File: src/rtl/cpu_mem_responder.sv
// Memory-side responder for the 8-bit CPU: instruction memory loaded while the CPU is held in
// reset, then instruction fetch and store absorption into a data RAM once released into RUN.
module cpu_mem_responder #(
  parameter int unsigned ADDR_W     = 8,
  parameter int unsigned DATA_W     = 8,
  parameter int unsigned DEPTH      = 256,
  parameter int unsigned RST_CYCLES = 2
) (
  input  logic              clk,
  input  logic              reset,
  input  logic              prog_we,
  input  logic [ADDR_W-1:0] prog_addr,
  input  logic [DATA_W-1:0] prog_data,
  input  logic              prog_done,
  input  logic [ADDR_W-1:0] address,
  input  logic [DATA_W-1:0] out_data,
  input  logic              store,
  output logic [DATA_W-1:0] inst,
  output logic              cpu_reset,
  input  logic [ADDR_W-1:0] dbg_addr,
  output logic [DATA_W-1:0] dbg_data,
  output logic [7:0]        store_count,
  output logic              prog_err
);

  localparam int unsigned CntW = (RST_CYCLES > 1) ? $clog2(RST_CYCLES) : 1;
  localparam logic [CntW-1:0] CntLast = CntW'(RST_CYCLES - 1);

  typedef enum logic [1:0] {
    StLoad,
    StRelease,
    StRun
  } state_e;

  state_e            state_q, state_d;
  logic [CntW-1:0]   cnt_q, cnt_d;
  logic [DATA_W-1:0] inst_q, inst_d;
  logic [DATA_W-1:0] dbg_data_q;
  logic              cpu_reset_q, cpu_reset_d;
  logic [7:0]        store_count_q, store_count_d;
  logic              prog_err_q, prog_err_d;
  logic              imem_we, dmem_we;

  logic [DATA_W-1:0] imem [DEPTH];
  logic [DATA_W-1:0] dmem [DEPTH];

  // Next-state, write enables and fetch mux.
  always_comb begin
    state_d       = state_q;
    cnt_d         = cnt_q;
    inst_d        = '0;
    store_count_d = store_count_q;
    prog_err_d    = prog_err_q;
    imem_we       = 1'b0;
    dmem_we       = 1'b0;

    unique case (state_q)
      StLoad: begin
        imem_we = prog_we;
        if (prog_done) begin
          state_d = StRelease;
          cnt_d   = '0;
        end
      end
      StRelease: begin
        if (cnt_q == CntLast) begin
          state_d = StRun;
        end else begin
          cnt_d = cnt_q + CntW'(1);
        end
      end
      StRun: begin
        inst_d  = imem[address];
        dmem_we = store;
        if (store && (store_count_q != 8'hFF)) begin
          store_count_d = store_count_q + 8'd1;
        end
      end
      default: begin
        state_d = StLoad;
      end
    endcase

    if (prog_we && (state_q != StLoad)) begin
      prog_err_d = 1'b1;
    end

    // Registered so that it falls exactly on the edge that enters RUN.
    cpu_reset_d = (state_d != StRun);
  end

  always_ff @(posedge clk) begin
    if (reset) begin
      state_q       <= StLoad;
      cnt_q         <= '0;
      inst_q        <= '0;
      cpu_reset_q   <= 1'b1;
      dbg_data_q    <= '0;
      store_count_q <= '0;
      prog_err_q    <= 1'b0;
    end else begin
      state_q       <= state_d;
      cnt_q         <= cnt_d;
      inst_q        <= inst_d;
      cpu_reset_q   <= cpu_reset_d;
      dbg_data_q    <= dmem[dbg_addr];
      store_count_q <= store_count_d;
      prog_err_q    <= prog_err_d;
    end
  end

  // Arrays carry no reset; contents survive a reset of the control logic.
  always_ff @(posedge clk) begin
    if (!reset && imem_we) begin
      imem[prog_addr] <= prog_data;
    end
    if (!reset && dmem_we) begin
      dmem[address] <= out_data;
    end
  end

  assign inst        = inst_q;
  assign cpu_reset   = cpu_reset_q;
  assign dbg_data    = dbg_data_q;
  assign store_count = store_count_q;
  assign prog_err    = prog_err_q;

endmodule

File: config.mk
export PLATFORM = sky130hd
export DESIGN_NAME = cpu_mem_responder
export DESIGN_NICKNAME = d
export VERILOG_FILES = /design/src/rtl/cpu_mem_responder.sv
export SDC_FILE = /design/constraint.sdc
export NUM_CORES = 2
export LEC_CHECK = 0
export CAP_MARGIN = 20
export CORE_UTILIZATION = 50
export CTS_CLUSTER_DIAMETER = 120
export DETAILED_ROUTE_END_ITERATION = 8
export GPL_TIMING_DRIVEN = 0
export PLACE_DENSITY = 0.7
export SYNTH_ARGS = -nofsm -noshare
export SYNTH_HDL_FRONTEND = slang
export SYNTH_SLANG_ARGS = --single-unit
File: constraint.sdc
create_clock -name clk -period 3.5 [get_ports clk]
set_clock_uncertainty 0.15 [all_clocks]
set_input_delay 0.7 -clock clk [delete_from_list [all_inputs] [get_ports clk]]
set_output_delay 0.7 -clock clk [all_outputs]
set_load 0.1 [all_outputs]
* Yosys cells after proc, flatten, opt, wreduce, memory -nomap -nowiden
Memories as Yosys holds them, arrays and structs flattened. A register that Yosys moved wholly into a read port is not among the register bits.
Cells that the tools add are included.
Widths: inputs -> output; s select.
** Word-level totals
- Logic and storage cells :: 38
- RAM bits :: 4096
- Bits of input ports :: 45
- Register bits :: 13
- Output and inout port bits :: 26
- Memories kept :: 2
** Memories
- dmem :: depth 256, width 8, rd ports 1, clocked after memory_dff 1, write ports 1, line 45 : logic [DATA_W-1:0] dmem [DEPTH];
- imem :: depth 256, width 8, rd ports 1, clocked after memory_dff 1, write ports 1, line 44 : logic [DATA_W-1:0] imem [DEPTH];
** Operators by class
- Equal/unequal tests :: 5
- Add/sub/neg operators :: 2
- Reductions and logical operators :: 11
- Bitwise operators :: 1
- Muxes and demuxes :: 12
** Operators with widths (number)
- $add 8x1->8 const B :: 1
- $mux 1 :: 8
- $ne 8x8->1 const B :: 1
- $pmux 2 s3 :: 1
- $logic_and 1x1->1 :: 4
- $mux 2 :: 2
- $ne 2x2->1 const B :: 2
- $reduce_and 2->1 :: 2
- $reduce_bool 2->1 :: 2
- $eq 2x1->1 const B :: 1
- $eq 2x2->1 const B :: 1
- $logic_not 2->1 :: 1
- $pmux 1 s2 :: 1
- $reduce_or 2->1 :: 1
- $add 1x1->1 const B :: 1
- $logic_not 1->1 :: 1
- $not 1->1 :: 1

* Logic depth before layout (Yosys ltp)
- Depth in word-level cells :: 5
- Depth in mapped cells :: 13

* Least setup slack after synthesis
Ideal clock, no wire load.
- Kind :: input-to-reg
- Start :: input port address[0]
- End :: memory dmem[210][0], enable pin
- Cell stages on the path :: 11
- Data required time :: 2.979 ns
- Slack :: 0.063 ns
- Library setup time :: 0.371 ns
- Arrival :: 2.916 ns
- Cell sequence :: buf_6 -> buf_6 -> buf_6 -> buf_4 -> buf_6 -> buf_4 -> buf_2 -> nor3_1 -> nand2_1 -> buf_2 -> nor2_1
** RTL lines
- start, declared :: line 15 : input logic [ADDR_W-1:0] address,
- end, declared :: line 45
Straight into the memory's write port.

==> flow_metrics.tcl <==
set metrics [dict create \
    synth_area_sq_mm 0.160 \
    final-max-slew-violation-count 0 \
    setup.worst_path.end_class "register" \
    tightest_slew_ps 1260 \
    half_perimeter_wire_length_of_the_detailed_placement_result_um 382000 \
    clock.fmax_mhz 262 \
    timing.hold.ws_ps -11.4 \
    stdcell_count 12700 \
    grt_remaining_overflow 0 \
    layout.nets 8179 \
    placed_cells 11900 \
    cts_inserted_buffers 408 \
    synth_area_per_cell_sq_um 21.3 \
    detailed_route_drc_error_count 5 \
    layout.filler_cells 22400 \
    hold_class "in -> reg" \
    ys_async_sr_fraction_pct 0 \
    synth.cells.most_frequent "4096 x sky130_fd_sc_hd__edfxtp_1, 948 x sky130_fd_sc_hd__mux4_2, 587 x sky130_fd_sc_hd__nor2_1" \
    tritoncts "yes" \
    initial_utilization_pct 50.3 \
    warning_count_from_the_yosys_run 0 \
    rrSetupSlack_ps -50 \
    syn2layout_area_growth_pct 15.9 \
    cp_slowest_cell "sky130_fd_sc_hd__mux4_2" \
    syn-instance-count 7526 \
    cts_buffer_depth 4 \
    critical_path_required_ps 4190 \
    ys_dominant_reg_cell "sky130_fd_sc_hd__edfxtp_1" \
    post_synth_main_area_contributors "sky130_fd_sc_hd__edfxtp_1 77%, sky130_fd_sc_hd__mux4_2 13%, sky130_fd_sc_hd__mux2i_1 2.2%" \
    static_leakage_nw 57.8 \
    place.gp.congestion 1.07 \
    route.final.wire_length_um 579000 \
    layout.core_utilization_pct 58.3 \
    die_area_sq_mm 0.323 \
    clockRootBuffer "sky130_fd_sc_hd__clkbuf_16" \
    final_min_period_over_clock_period_pct 109 \
    routed-via-count 89700 \
    drive_above_1_share_pct 30.1 \
    critical_path_s_largest_stage_delay_ps 590 \
    total_routing_resource_utilization_after_global_routing_pct 35.6 \
    setup_ws_ps -311 \
    antenna_violating_nets_post_route 0 \
    setup-tns-final_ps -26340 \
    status "complete, but fails checks" \
    first_pass_grt_wire_length_um 761000 \
    coreArea_sq_mm 0.318 \
    crit_type "in -> reg" \
    postSynthNetCount 7572 \
    width_of_the_die_um 568 \
    max-vdd-ir-drop_v 0.000573 \
    detailedRoute.firstPassIterationCount 9 \
    clk_latency_ps 1050 \
    grt_antenna_before_repair 45 \
    cell_pwr_density_mw_per_mm2 571 \
    critical_path.max_fanout 10 \
    htree_num_levels 5 \
    synth.largest_area_cell "sky130_fd_sc_hd__edfxtp_1" \
    cts.reportedPaths.clkPinSlew_ps 60 \
    placement.io_buffers 63 \
    final_hold_violating_endpoints 4 \
    crit_arrival_ps 4500 \
    violations "design-rule violations, negative hold slack, negative setup slack" \
    rows 207 \
    maximum_number_of_pins_on_one_net_before_global_route_repair 181 \
    synth.lib_cells_used.distinct 76 \
    drtIter0Drc 15900 \
    synth_edf_count 4096 \
    setup_viol 485 \
    wirelength_per_cell_um 45.6 \
    grt_pass1_vias 85500 \
    drv.max_cap_violation_count 0 \
    synth_top_area_share_pct 76.8 \
    cts_sinks 4125 \
    yosys.cell_count.top_type "sky130_fd_sc_hd__edfxtp_1" \
    rsz0062_at_grt "yes" \
    worstSetupStartpointType "input pin" \
    postSynthRegisterBits 4125 \
    crit_chain "buf_6, buf_8, buf_8, buf_6, mux4_2, mux2i_2, o32ai_1, nor4_4, nand4_1, o31a_1" \
    io_pins 71 \
    final_period_minus_worst_setup_slack_ps 3810 \
    drt-vias-per-instance 7.07 \
    worst_slew_margin_rel_pct 16.1 \
    sequential_share_of_the_synthesized_area_pct 77.1 \
    die_h_um 568 \
]
final timing paths:
kind                  startpoint              to  cells after the start
setup / recovery      address[0]         inst[7]                     10
setup reg to reg      state_q[1]     imem[27][2]                      7
hold / removal       out_data[5]    dmem[233][5]                      1
hold reg to reg   store_count[7]  store_count[7]                      2
report_power, final:
| part | total (W) | internal, W | switching [W] |
|---|---|---|---|
| clock | 0.0448 | 0.0255 | 0.0193 |
| combinational | 0.00694 | 0.00201 | 0.00493 |
| sequential | 0.0543 | 0.0543 | 0.0000143 |
| total | 0.106 | 0.0819 | 0.0242 |
per-stage QoR:
step | hold WS, ps | area (sq um) | total power [W] | worst slack [ps]
after floorplan | 304 | 160000 | 0.0581 | 63.4
after global placement | 339 | 166000 | 0.0620 | -6260
after detailed placement | 368 | 168000 | 0.0617 | -3810
after CTS | 1.61 | 185000 | 0.105 | -231
after global routing | 25.0 | 186000 | 0.107 | -174
final | -11.4 | 186000 | 0.106 | -311
cells in the final DEF, fill, tap and decap left out, types with 29 or more instances in the layout:
cell	n
sky130_fd_sc_hd__bufinv_16	47
sky130_fd_sc_hd__buf_8	89
sky130_fd_sc_hd__buf_12	37
sky130_fd_sc_hd__o22ai_1	69
sky130_fd_sc_hd__buf_6	101
sky130_fd_sc_hd__dfxtp_1	29
sky130_fd_sc_hd__nor2_2	155
sky130_fd_sc_hd__nand3_1	37
sky130_fd_sc_hd__a22oi_1	79
sky130_fd_sc_hd__buf_16	29
sky130_fd_sc_hd__mux4_2	948
sky130_fd_sc_hd__clkbuf_1	155
sky130_fd_sc_hd__o221ai_1	106
sky130_fd_sc_hd__buf_4	141
sky130_fd_sc_hd__nor2_4	187
sky130_fd_sc_hd__clkinv_1	92
sky130_fd_sc_hd__clkbuf_16	416
sky130_fd_sc_hd__mux2i_1	331
sky130_fd_sc_hd__o21ai_0	35
sky130_fd_sc_hd__clkinv_2	79
sky130_fd_sc_hd__buf_2	41
sky130_fd_sc_hd__clkbuf_2	49
sky130_fd_sc_hd__a21oi_1	91
sky130_fd_sc_hd__clkdlybuf4s50_1	39
sky130_fd_sc_hd__nor2_1	246
sky130_fd_sc_hd__nand2_1	176
sky130_fd_sc_hd__edfxtp_1	4096
flip-flops by register name, indices dropped and copies added (netlist names):
name	flops
dmem	2048
prog_err	1
imem	2048
state_q	2
inst	8
store_count	8
cpu_reset	1
dbg_data	8
cnt_q	1
timing repair:
action / CTS / global route
hold endpoints to repair: 8 / 0
gates resized for setup: 940 / 197
setup buffers: 23 / 16
gates cloned: 0 / 1
hold buffers: 1 / 0
setup endpoints to repair: 3729 / 2538
pin swaps: 23 / 12
layer usage:
| layer | vias to the layer above | global-route usage, % | part of all wire (%) |
|---|---|---|---|
| li1 | 32900 | - | - |
| met1 | 46500 | 43.5 | 32 |
| met2 | 8197 | 52.8 | 44 |
| met3 | 2135 | 11.0 | 14 |
| met4 | 35 | 28.4 | 10 |
| met5 | - | 0.833 | 0.097 |
logic make-up after synthesis:
kind of cell             count (synthesis)  synth area share, %
AO/OA/AOI/OAI                          599                 2.70
XOR/XNOR                                 5               0.0273
adder cells (fa/ha/maj)                  1              0.00781
buffers and inverters                  479                 1.70
flip-flops                            4125                 77.1
multiplexers                          1311                 15.7
AND/OR/NAND/NOR                       1006                 2.71
layout make-up:
class / instances / area, sq um / share of cell area [%]
Multi-Input combinational cell: 2922 / 36500 / 19.7
Antenna cell: 26 / 65.1 / 0.0350
Clock buffer: 503 / 10800 / 5.84
Inverter: 16 / 75.1 / 0.0404
Timing Repair Buffer: 204 / 2770 / 1.49
Clock inverter: 256 / 2680 / 1.44
Tap cell: 4180 / 5230 / 2.82
Sequential cell: 4125 / 124000 / 66.6
Buffer: 456 / 3880 / 2.09
critical path: cells and delay by family:
family	cells	cell delay (ps)
and+or+nand+nor	2	730
buffers and inverters	4	1230
muxes	2	940
AOI/OAI and AO/OA	2	810
No activity file was read; power rests on OpenSTA's default activity.
